$ cat src/rtl/prng_stream_pkg.sv
// Shared types and constants for the PRNG request/stream controller.
// Optional checker build: define PRNG_STREAM_CHK_EN (see prng_stream_ctrl.sv).
package prng_stream_pkg;
   localparam int CNT_W_DEF   = 32;
   localparam int PRNG_WORD_W = 256;
   localparam int PREFIX_W    = 7;
   // Width of the counter that swallows results of requests issued before a reset.
   localparam int IGN_W       = 16;

   typedef enum logic [1:0] {
      ST_IDLE  = 2'd0,
      ST_ISSUE = 2'd1,
      ST_DRAIN = 2'd2
   } state_t;
endpackage

$ cat src/rtl/prng_stream_fifo.sv
// Synchronous first-word-fall-through FIFO with occupancy count.
// The head word is read straight from the storage registers, so a pushed word
// is visible at dout one cycle after the push. Push and pop may coincide, also
// when full (the pop frees the slot) and when empty (the pop is ignored).
module prng_stream_fifo #(
   parameter int DEPTH = 8,
   parameter int WIDTH = 256,
   localparam int AW   = $clog2(DEPTH),
   localparam int CW   = AW + 1
) (
   input  logic             clk,
   input  logic             rst,
   input  logic             push,
   input  logic [WIDTH-1:0] din,
   input  logic             pop,
   output logic [WIDTH-1:0] dout,
   output logic [CW-1:0]    count
);
   logic [WIDTH-1:0] mem [DEPTH];
   logic [AW-1:0]    wr_ptr;
   logic [AW-1:0]    rd_ptr;
   logic             do_pop;
   logic             do_push;

   assign do_pop  = pop && (count != '0);
   assign do_push = push && ((count != CW'(DEPTH)) || do_pop);
   assign dout    = mem[rd_ptr];

   // Pointer and occupancy bookkeeping; pointers wrap naturally (DEPTH is a power of two).
   always_ff @(posedge clk) begin
      if (rst) begin
         wr_ptr <= '0;
         rd_ptr <= '0;
         count  <= '0;
      end else begin
         if (do_push) wr_ptr <= wr_ptr + AW'(1);
         if (do_pop)  rd_ptr <= rd_ptr + AW'(1);
         count <= count + CW'(do_push) - CW'(do_pop);
      end
   end

   // Storage write; contents need no reset because count gates visibility.
   always_ff @(posedge clk) begin
      if (do_push) mem[wr_ptr] <= din;
   end
endmodule

$ cat src/rtl/prng_stream_ctrl.sv
// Request/stream controller around the counter-mode PRNG stage.
// Issues counter values to the PRNG only against reserved buffer space
// (credit = fifo_count + inflight < FIFO_DEPTH) and streams results out.
// Optional checker build: define PRNG_STREAM_CHK_EN to make err flag
// overflowing pushes and unsolicited PRNG results; otherwise err is 0.
module prng_stream_ctrl
   import prng_stream_pkg::*;
#(
   parameter int FIFO_DEPTH = 8,
   parameter int CNT_W      = CNT_W_DEF
) (
   input  logic                   CLK,
   input  logic                   RST,
   input  logic                   start,
   input  logic [31:0]            num_blocks,
   input  logic [CNT_W-1:0]       cnt_base,
   input  logic [PREFIX_W-1:0]    prefix_in,
   output logic                   busy,
   output logic                   done,
   output logic [PREFIX_W-1:0]    prng_prefix,
   output logic [CNT_W-1:0]       prng_cnt,
   output logic                   prng_drdy,
   input  logic [PRNG_WORD_W-1:0] prng_dout,
   input  logic                   prng_dvld,
   output logic [PRNG_WORD_W-1:0] rnd_data,
   output logic                   rnd_valid,
   input  logic                   rnd_ready,
   output logic                   err
);
   localparam int CW  = $clog2(FIFO_DEPTH) + 1;
   localparam int CW1 = CW + 1;

   state_t           state;
   logic [CNT_W-1:0] cnt;
   logic [31:0]      remaining;
   logic [31:0]      popped;
   logic [31:0]      nblk;
   logic [CW-1:0]    inflight;
   logic [CW-1:0]    fifo_count;
   logic [CW:0]      credit_used;
   logic [IGN_W-1:0] ignore_cnt;
   logic             issue;
   logic             push;
   logic             pop;
   logic             drop;
   logic             retire;

   // Output stream: a word transfers on every cycle where rnd_valid and
   // rnd_ready are both high; rnd_valid never depends on rnd_ready and the
   // head word stays stable until it is transferred.
   assign pop         = rnd_valid & rnd_ready;
   assign drop        = prng_dvld && (ignore_cnt != '0);
   assign push        = prng_dvld && (ignore_cnt == '0);
   assign retire      = push && (inflight != '0);
   assign credit_used = {1'b0, fifo_count} + {1'b0, inflight};
   assign issue       = (state == ST_ISSUE) && (remaining != '0) &&
                        (credit_used < CW1'(FIFO_DEPTH));
   assign rnd_valid   = (fifo_count != '0);

   prng_stream_fifo #(
      .DEPTH (FIFO_DEPTH),
      .WIDTH (PRNG_WORD_W)
   ) u_fifo (
      .clk   (CLK),
      .rst   (RST),
      .push  (push),
      .din   (prng_dout),
      .pop   (pop),
      .dout  (rnd_data),
      .count (fifo_count)
   );

   // Run FSM with issue counter, credit tracking and stale-result filter.
   always_ff @(posedge CLK) begin
      if (RST) begin
         state       <= ST_IDLE;
         busy        <= 1'b0;
         done        <= 1'b0;
         prng_drdy   <= 1'b0;
         prng_cnt    <= '0;
         prng_prefix <= '0;
         cnt         <= '0;
         remaining   <= '0;
         popped      <= '0;
         nblk        <= '0;
         inflight    <= '0;
         // Everything still inside the PRNG pipeline must be discarded later;
         // a result landing in this very cycle is already accounted for.
         ignore_cnt  <= ignore_cnt + IGN_W'(inflight) - IGN_W'(drop || retire);
      end else begin
         done      <= 1'b0;
         prng_drdy <= issue;
         if (issue) begin
            prng_cnt  <= cnt;
            cnt       <= cnt + CNT_W'(1);
            remaining <= remaining - 32'd1;
         end
         if (drop) ignore_cnt <= ignore_cnt - IGN_W'(1);
         inflight <= inflight + CW'(issue) - CW'(retire);
         if (pop && (state != ST_IDLE)) popped <= popped + 32'd1;

         case (state)
            ST_IDLE: begin
               if (start) begin
                  if (num_blocks != '0) begin
                     cnt         <= cnt_base;
                     prng_prefix <= prefix_in;
                     remaining   <= num_blocks;
                     nblk        <= num_blocks;
                     popped      <= '0;
                     busy        <= 1'b1;
                     state       <= ST_ISSUE;
                  end else begin
                     done <= 1'b1;
                  end
               end
            end
            ST_ISSUE: begin
               if (issue && (remaining == 32'd1)) state <= ST_DRAIN;
            end
            ST_DRAIN: begin
               if (pop && (popped == nblk - 32'd1)) begin
                  done  <= 1'b1;
                  busy  <= 1'b0;
                  state <= ST_IDLE;
               end
            end
            default: state <= ST_IDLE;
         endcase
      end
   end

`ifdef PRNG_STREAM_CHK_EN
   // Sticky protocol error: overflowing push or a result nobody asked for.
   always_ff @(posedge CLK) begin
      if (RST) begin
         err <= 1'b0;
      end else if ((push && (fifo_count == CW'(FIFO_DEPTH)) && !pop) ||
                   (push && (inflight == '0))) begin
         err <= 1'b1;
      end
   end
`else
   assign err = 1'b0;
`endif
endmodule

$ cat config.mk
export PLATFORM = sky130hd
export DESIGN_NAME = prng_stream_ctrl
export DESIGN_NICKNAME = d
export VERILOG_FILES = /design/src/rtl/prng_stream_pkg.sv /design/src/rtl/prng_stream_fifo.sv /design/src/rtl/prng_stream_ctrl.sv
export SDC_FILE = /design/constraint.sdc
export NUM_CORES = 2
export LEC_CHECK = 0
export ABC_CLOCK_PERIOD_IN_PS = 31700
export CAP_MARGIN = 20
export CORE_MARGIN = 1
export CORE_UTILIZATION = 59
export CTS_CLUSTER_DIAMETER = 100
export DETAILED_ROUTE_END_ITERATION = 8
export HOLD_SLACK_MARGIN = 0.08
export PLACE_DENSITY_LB_ADDON = 0.1
export SYNTH_ARGS = -nofsm -noshare
export SYNTH_HDL_FRONTEND = slang
export SYNTH_SLANG_ARGS = --single-unit
$ cat constraint.sdc
create_clock -name CLK -period 31.7 [get_ports CLK]
set_clock_uncertainty 0.05 [all_clocks]
set_input_delay 4.755 -clock CLK [delete_from_list [all_inputs] [get_ports CLK]]
set_output_delay 4.755 -clock CLK [all_outputs]
set_load 0.03 [all_outputs]
==> impl_metrics.tcl <==
set metrics [dict create \
    max_slew_margin_pct 27.4 \
    p_leak_nw 32.3 \
    grtUsageMet2_pct 40.7 \
    dp_hpwl_um 106000 \
    ys.flop_type "edfxtp_1" \
    cts_buffers 218 \
    nNetsFinal 5445 \
    fin_setup_tns_ns 0 \
    dieArea_sq_um 151000 \
    placed_cells 6760 \
    overflow 0 \
    synth.ff_latch_count 2253 \
    synth_nets 4754 \
    antenna_found_initial 37 \
    cts_resized 0 \
    power.density_nw_per_um2 74.1 \
    grt_use_met1_pct 34.4 \
    holdCritPathClass "flop to flop" \
    syn_area_sq_um 87900 \
    h-tree-depth 4 \
    path_class "flop to output pin" \
    use_met3_pct 6.81 \
    synth_top_family_by_area "multiplexers" \
    hold_viol 0 \
    period_share_pct 32.6 \
    antenna_left 0 \
    grt_max_degree 153 \
    grt.total_usage_pct 25.2 \
    synthCells 4360 \
    drc 0 \
    synth_edf_count 2064 \
    place.gp.congestion 0.831 \
    async_flop_share_pct 0 \
    crit_fanout 101 \
    initial_core_util_pct 59.5 \
    synth-adder-area-share_pct 0.908 \
    grt_pass1_vias 44400 \
    required_ns 26.90 \
    whs_ns 0.402 \
    status "finished clean" \
    synth_simple_gate_area_share_pct 3.26 \
    grt_pass1_wl_um 281000 \
    clkTransAtPathRegs_ns 0.06 \
    yosys_warnings 0 \
    ir_drop_uv 62.5 \
    globalRoute.busiestLayer "met2" \
    hold_buffers 0 \
    drive_gt1_share_pct 22.2 \
    die_y_um 388 \
    drtPass1Iterations 5 \
    fillers 9250 \
    post-place-ws_ns 21.61 \
    ys_types 73 \
    synth_mux_area_share_pct 16.5 \
    yosys.area_share.xor_xnor_pct 1.48 \
    num_vias 43500 \
    worst_slack_ns 21.36 \
    regArea_sq_um 65800 \
    setup_viol 0 \
    cts_setup_buffers 0 \
    rows 141 \
    maxCapViolCount 0 \
    area.growth.synth_to_final_pct 17.6 \
    io_pins 632 \
    drt-vias-per-instance 6.06 \
    cts_sinks 2253 \
    clk_latency_ns 0.84 \
    grt_setup_unrepaired "no" \
    cp-start-kind "flop" \
    cts_buffer_depth 3 \
    drtIter0Drc 3017 \
    finalCriticalPeriod_ns 10.34 \
    wl_um 189000 \
    cts_tree "built" \
    utilization_pct 70.0 \
    wl_per_cell_um 26.3 \
    portBuffers 630 \
    core-area_sq_um 148000 \
    critPathArrivalTime_ns 5.54 \
    ys_seq_area_share_pct 74.8 \
    final_area_sq_um 103000 \
    tightest_slew_ns 1.09 \
    multi_input_area_sq_um 21100 \
    slew_violations 0 \
    power_mw 7.66 \
    final_cells 7176 \
    dpl_cell_area_sq_um 96400 \
    fmax_mhz 96.7 \
    endpoint_kind "output pin" \
    cts_root_buffer "clkbuf_16" \
    die_w_um 388 \
    syn_avg_cell_area_sq_um 20.2 \
    synth-compound-area-share_pct 1.83 \
]
cells by family (layout without fill, tap and decap cells):
logic type / count (synthesis) / in the layout
flops: 2253 / 2253
mux: 776 / 776
simple gates: 587 / 587
buf+inv: 278 / 1157
compound gates: 254 / 254
xor+xnor: 149 / 149
fa+ha+maj: 62 / 62
other cells: 1 / 8
routing by layer:
layer | up-vias | part of all wire, %
met5 | - | 0.19
met4 | 56 | 2.0
met3 | 290 | 7.7
met2 | 1326 | 49
met1 | 22700 | 41
li1 | 19100 | -
area by class of cell:
| class | count | share of cell area [%] |
|---|---|---|
| repair buffers | 685 | 6.64 |
| inverters | 64 | 0.235 |
| multi-input cells | 1829 | 20.4 |
| clock buffers | 292 | 5.72 |
| flip-flops and latches | 2253 | 63.6 |
| clock inverters | 116 | 1.01 |
| diodes | 7 | 0.0169 |
| well taps | 1930 | 2.34 |
cell usage in the layout, fill, tap and decap left out, drive strengths merged, types with 93 or more instances in the layout:
master         count
edfxtp          2064
clkdlybuf4s50    629
mux4             512
clkbuf           292
mux2             257
nand2            223
dfxtp            189
nor2             148
a21oi            105
xnor2             93
synth_stat cells (all sizes together), types with 6 or more instances:
cell type	number	share of area, %
edfxtp	2064	70
mux4	512	13
mux2	257	3.3
nand2	223	0.95
dfxtp	189	4.3
nor2	148	0.63
clkbuf	131	0.56
a21oi	105	0.60
xnor2	93	0.93
buf	83	0.40
inv	64	0.28
ha	59	0.84
xor2	56	0.56
nor3	43	0.29
a211oi	39	0.33
o21ai	37	0.21
nor4	26	0.21
nand3	24	0.14
or3	21	0.16
nand4	18	0.15
a311oi	14	0.14
and3	12	0.085
or4	12	0.11
a31oi	11	0.078
nand2b	9	0.064
nor2b	9	0.064
mux2i	7	0.080
nand4b	7	0.084
nor3b	7	0.060
o21bai	7	0.060
nor4b	6	0.077
report_power, final:
part	leakage (nW)	internal, mW	switching [mW]
logic	8.83	0.891	0.946
clock network	3.39	1.41	1.08
registers	20.1	3.28	0.0478
path summary, 6_finish.rpt:
kind / slack [ns] / startpoint / endpoint / cells past startpoint
worst min register to register: 0.40 / prng_prefix[4] / prng_prefix[4] / 2
worst max register to register: 25.53 / ignore_cnt[5] / u_fifo.mem[7][187] / 11
worst max-delay path: 21.36 / flop / rnd_data[77] / 6
worst min-delay path: 0.40 / prng_prefix[4] / prng_prefix[4] / 2
state kept, by name, summed over array words and instances (netlist names), 2 cells and up, named ones only:
register / cells
u_fifo.count: 4
state: 2
popped: 32
u_fifo.wr_ptr: 3
prng_prefix: 7
cnt: 32
inflight: 4
u_fifo.mem: 2048
ignore_cnt: 16
u_fifo.rd_ptr: 3
prng_cnt: 32
remaining: 32
nblk: 32
critical path, stage by stage, from the launching register on:
cell,delay [ns]
dfxtp_4,0.76
buf_12,0.62
buf_4,0.71
buf_4,0.80
mux4_2,0.61
mux2_2,0.27
clkdlybuf4s50_1,0.66
(Power assumes the default switching activity.)
